File: src/rtl/example2_capture_fifo.sv
`default_nettype none
// ============================================================================
// example2_capture_fifo : show-ahead capture FIFO for the example2 result word,
// with sticky overflow flag and saturating drop counter.   Rev 1.0
// ============================================================================
module example2_capture_fifo #(
  parameter int WIDTH = 67,
  parameter int DEPTH = 4
) (
  input  logic                     clk,
  input  logic                     rst_n,
  input  logic                     in_valid,
  input  logic [WIDTH-1:0]         in_data,
  output logic                     in_ready,
  output logic                     out_valid,
  output logic [WIDTH-1:0]         out_data,
  input  logic                     out_ready,
  output logic [$clog2(DEPTH):0]   level,
  output logic                     overflow,
  output logic [7:0]               drop_cnt,
  input  logic                     clr_ovf
);

  localparam int AW = $clog2(DEPTH);
  localparam logic [AW:0] FULL_LEVEL = (AW+1)'(DEPTH);

  logic [WIDTH-1:0] mem [DEPTH];
  logic [AW-1:0]    wr_ptr;
  logic [AW-1:0]    rd_ptr;
  logic             push;
  logic             pop;
  logic             drop;

  // Flags decode only registered occupancy, so out_ready never reaches in_ready.
  assign in_ready  = (level != FULL_LEVEL);
  assign out_valid = (level != '0);
  assign out_data  = mem[rd_ptr];

  assign push = in_valid & in_ready;
  assign pop  = out_valid & out_ready;
  assign drop = in_valid & ~in_ready;

  always_ff @(posedge clk) begin
    if (push) begin
      mem[wr_ptr] <= in_data;
    end
  end

  // DEPTH is a power of two, so the pointers wrap by natural overflow.
  always_ff @(posedge clk or negedge rst_n) begin
    if (!rst_n) begin
      wr_ptr <= '0;
      rd_ptr <= '0;
      level  <= '0;
    end else begin
      if (push) begin
        wr_ptr <= wr_ptr + AW'(1);
      end
      if (pop) begin
        rd_ptr <= rd_ptr + AW'(1);
      end
      case ({push, pop})
        2'b10:   level <= level + (AW+1)'(1);
        2'b01:   level <= level - (AW+1)'(1);
        default: level <= level;
      endcase
    end
  end

  // A drop in the same cycle as a clear wins: it restarts the count at one.
  always_ff @(posedge clk or negedge rst_n) begin
    if (!rst_n) begin
      overflow <= 1'b0;
      drop_cnt <= 8'd0;
    end else if (drop) begin
      overflow <= 1'b1;
      if (clr_ovf) begin
        drop_cnt <= 8'd1;
      end else if (drop_cnt != 8'hFF) begin
        drop_cnt <= drop_cnt + 8'd1;
      end
    end else if (clr_ovf) begin
      overflow <= 1'b0;
      drop_cnt <= 8'd0;
    end
  end

endmodule
`default_nettype wire
File: config.mk
export PLATFORM = sky130hd
export DESIGN_NAME = example2_capture_fifo
export DESIGN_NICKNAME = d
export VERILOG_FILES = /design/src/rtl/example2_capture_fifo.sv
export SDC_FILE = /design/constraint.sdc
export NUM_CORES = 1
export LEC_CHECK = 0
export BUFFER_PORTS_ARGS = -buffer_cell sky130_fd_sc_hd__buf_2
export CAP_MARGIN = 5
export CORE_ASPECT_RATIO = 1.1
export CORE_MARGIN = 2
export CORE_UTILIZATION = 50
export DETAILED_ROUTE_END_ITERATION = 12
export GPL_ROUTABILITY_DRIVEN = 1
export PLACE_DENSITY = 0.74
export SYNTH_ARGS = -nofsm -noshare
export SYNTH_HDL_FRONTEND = slang
export SYNTH_SLANG_ARGS = --single-unit
File: constraint.sdc
create_clock -name clk -period 2.84 [get_ports clk]
set_clock_uncertainty 0.05 [all_clocks]
set_input_delay 0.142 -clock clk [delete_from_list [all_inputs] [get_ports clk]]
set_output_delay 0.142 -clock clk [all_outputs]
set_load 0.02 [all_outputs]
==> key figures <==
GRT
  – Met2 usage: between 30% and 40%
  – Wire length of the first global-routing pass: between 30,000 and 40,000 um
  – Met3 Usage GRT: between 4 and 5%
  – Gr usage total: ~18%
  – Met1 global-route usage: 23.82%
  – Top Usage Layer GRT: met2
  – Initial antenna violation count: 0
  – Total grt overflow: 0
  – Largest net degree at the start of global routing: 68
  – Vias in the first global route: 5,759

Yosys
  – Synthesized instance count: approximately 450
  – Synth warn: 0
  – EDFF count, synth: roughly 270
  – Post-synthesis sequential area ratio: around four fifths
  – Synth Cell Area: about 11,000 um2
  – Most common cell in the synthesized netlist: edfxtp_1
  – Mapped Nets: approximately 520
  – Post-synth ARST share: 5.634%
  – Biggest area consumer among synthesized cells: edfxtp_1
  – Synth unique cells: 37
  – Commonest cells post-synth: edfxtp_1 (268), mux4_2 (67), dfrtp_1 (16)
  – Post-synth top flop: edfxtp_1
  – Synth top area share: about three quarters
  – Synthesis-stage register bit count: 284
  – Top cells by area, synth: edfxtp_1 (76%), mux4_2 (14%), dfrtp_1 (3.8%)
  – Post-Syn Area per Cell: ~24 um2

Die
  – Initial Util: 51.17%
  – Placement row count: 55
  – Die footprint: 22,380 um2
  – Die height: roughly 160 um
  – I/O Pins: approximately 150
  – Die Width: approximately 140 um
  – Core Area: between 20,000 and 25,000 um2

Clock network
  – Cts bufs inserted: 27
  – Clk pin slew, worst setup/hold paths: 0.06 ns
  – Post CTS Setup Buffer Count: 0
  – Clk Latency, worst-skew pair: between 0.5 and 0.6 ns
  – TritonCTS clock tree: built
  – Post-CTS Hold Buffers: 70
  – Clock root buffer: clkbuf_16
  – Total clock sinks: ~280
  – Maximum clock path buffer count: 3
  – Number of H-tree levels: 1
  – Resized cells post-CTS: 0

Power
  – Leakage: 4.696 nW
  – Power Density: about 1000 nW/um2
  – Peak VDD IR: between 0.7 and 0.8 mV

Timing
  – Setup-violating endpoint count in the final report: 0
  – RSZ-0062 raised after global routing: false
  – Fmax: about 0.41 GHz
  – Min Clock Period, post-route: around 2.5 ns
  – Fin Setup TNS: 0 ns
  – Max Slew Vio Count: 0
  – Post-route clock period utilization: between 80% and 90%
  – Worst-Margin Slew: roughly 0.6 ns
  – Worst slew margin: about three fifths
  – Final Hold Viols: 0

Routing
  – DRT iter0 DRCs: about 340
  – Antenna Nets Post-Route: 0
  – WL per Instance: between 20 and 25 um
  – Via count: ~5,300
  – DR pass1 iterations: 4
  – Final wirelength: about 20,000 um
  – Vias per cell: 5.309
  – DRC viols: 0

Cells and area
  – Fill count: 1,388
  – Area of the multi-input gates: 2009 um2
  – Register area: 8456 um2
  – Share of layout cells above drive strength 1: between 30% and 40%
  – Antenna cells: 0
  – Final net count: around 770
  – Non-filler cells, final: roughly 1,000
  – P&R area growth vs syn: 25.04%

Placement
  – Final Wtd Congestion: roughly 0.76
  – PortBufs: ~150
  – Detail Placement HPWL: around 12,000 um
  – DP Cell Count: 872

Critical path
  – Req. time, crit path: approximately 2.7 ns
  – R2r endpoint: level[2]$_DFFE_PN0P_
  – Critical path class: flip-flop to primary output
  – Cells along the critical path: buf_12, mux4_2, buf_2
  – Kind of end point of the critical path: primary output
  – Register-to-Register Path Depth: 10
  – Worst Setup SP: rd_ptr[0]$_DFFE_PN0P_
  – R2R setup slack: a little under 0.5 ns
  – CP max FO: 67
  – Critical Path AT: between 2 and 2.5 ns
  – Max incr delay on CP: 0.60 ns
  – Slowest-stage cell, CP: mux4_2
  – Reg2reg start: level[1]$_DFFE_PN0P_
  – Setup crit start kind: flip-flop

Job
  – Max Cap Viol: 0

Min path
  – Hold WC Path Type: primary input to async pin

Run status
  – Status: finished, final reports clean
==> registers in the layout, indices dropped and copies added, names as in the netlist <==
| register | flops |
|---|---|
| mem | 268 |
| overflow | 1 |
| wr_ptr | 2 |
| rd_ptr | 2 |
| drop_cnt | 8 |
| level | 3 |
==> worst max-delay path, delay by kind of cell, from the launching register on <==
kind | cells | cell delay [ns]
multiplexers | 1 | 0.60
buffers and inverters | 2 | 0.58
flip-flops | 1 | 0.44
==> stage by stage <==
step / utilization (%) / hold WS, ns / cell area [um2] / power (mW) / worst slack [ns]
after global routing: 63.98 / 0.03548 / 13250 / 14.08 / 0.2746
after floorplan: - / -0.2036 / 10600 / 8.819 / 0.5623
after global placement: 56.69 / 0.01215 / 11740 / 10.11 / 0.7342
final: 63.98 / 0.03243 / 13250 / 13.42 / 0.3823
after CTS: 63.98 / 0.0001404 / 13250 / 13.60 / 0.3647
after detailed placement: 56.69 / 0.03197 / 11740 / 10.24 / 0.5057
==> final cells by class <==
type                       count  area share, %
clock buffer                  34          5.296
clock inverter                16         0.8119
timing repair buffer         231          12.01
sequential                   284          63.80
tap                          285          2.691
inverter                       8         0.2266
multi-input combinational    134          15.16
==> layer usage <==
metal,share of wire (%),up-vias
li1,-,2345
met1,41,2733
met2,51,166
met3,6.7,23
met4,1.3,0
met5,0,-
==> report_power, final <==
part / internal (mW) / switching, mW / leakage, nW
clock network: 1.84 / 1.43 / 0.395
registers: 5.51 / 0.307 / 2.66
logic: 1.80 / 2.53 / 1.64
total: 9.15 / 4.26 / 4.70
==> how the worst max path moves through the flow <==
| stage | end | slack [ns] | depth (start not counted) |
|---|---|---|---|
| floorplan | mem[0][0]$_DFFE_PP_ | 0.56 | 3 |
| global placement | level[2]$_DFFE_PN0P_ | 0.73 | 10 |
| detailed placement | level[2]$_DFFE_PN0P_ | 0.51 | 10 |
| CTS | out_data[39] | 0.36 | 3 |
| global route | out_data[18] | 0.27 | 3 |
| finish | out_data[1] | 0.38 | 3 |
==> placed cells by master (no fill, tap or decap), drive strengths merged, types with 2 or more instances in the layout <==
cell type,Yosys,final
or3,2,2
mux2i,3,3
clkinv,0,12
nand3,4,4
clkinvlp,0,2
o21ai,2,2
nand4,5,5
xnor2,3,3
dlygate4sd3,0,70
nor2,10,10
nand2,4,4
xor2,5,5
edfxtp,268,268
mux4,67,67
buf,15,161
a21oi,3,3
inv,8,9
clkbuf,4,34
ha,6,6
and3,7,7
and2,3,3
dfrtp,16,16
==> cell families after synthesis <==
| logic type | synth area share [%] |
|---|---|
| flops | 79.71 |
| mux | 14.63 |
| simple gates | 2.042 |
| buf+inv | 1.523 |
| compound gates | 0.5431 |
| xor+xnor | 0.6611 |
| fa+ha+maj | 0.8972 |
Power figures use the tool's default switching activity.
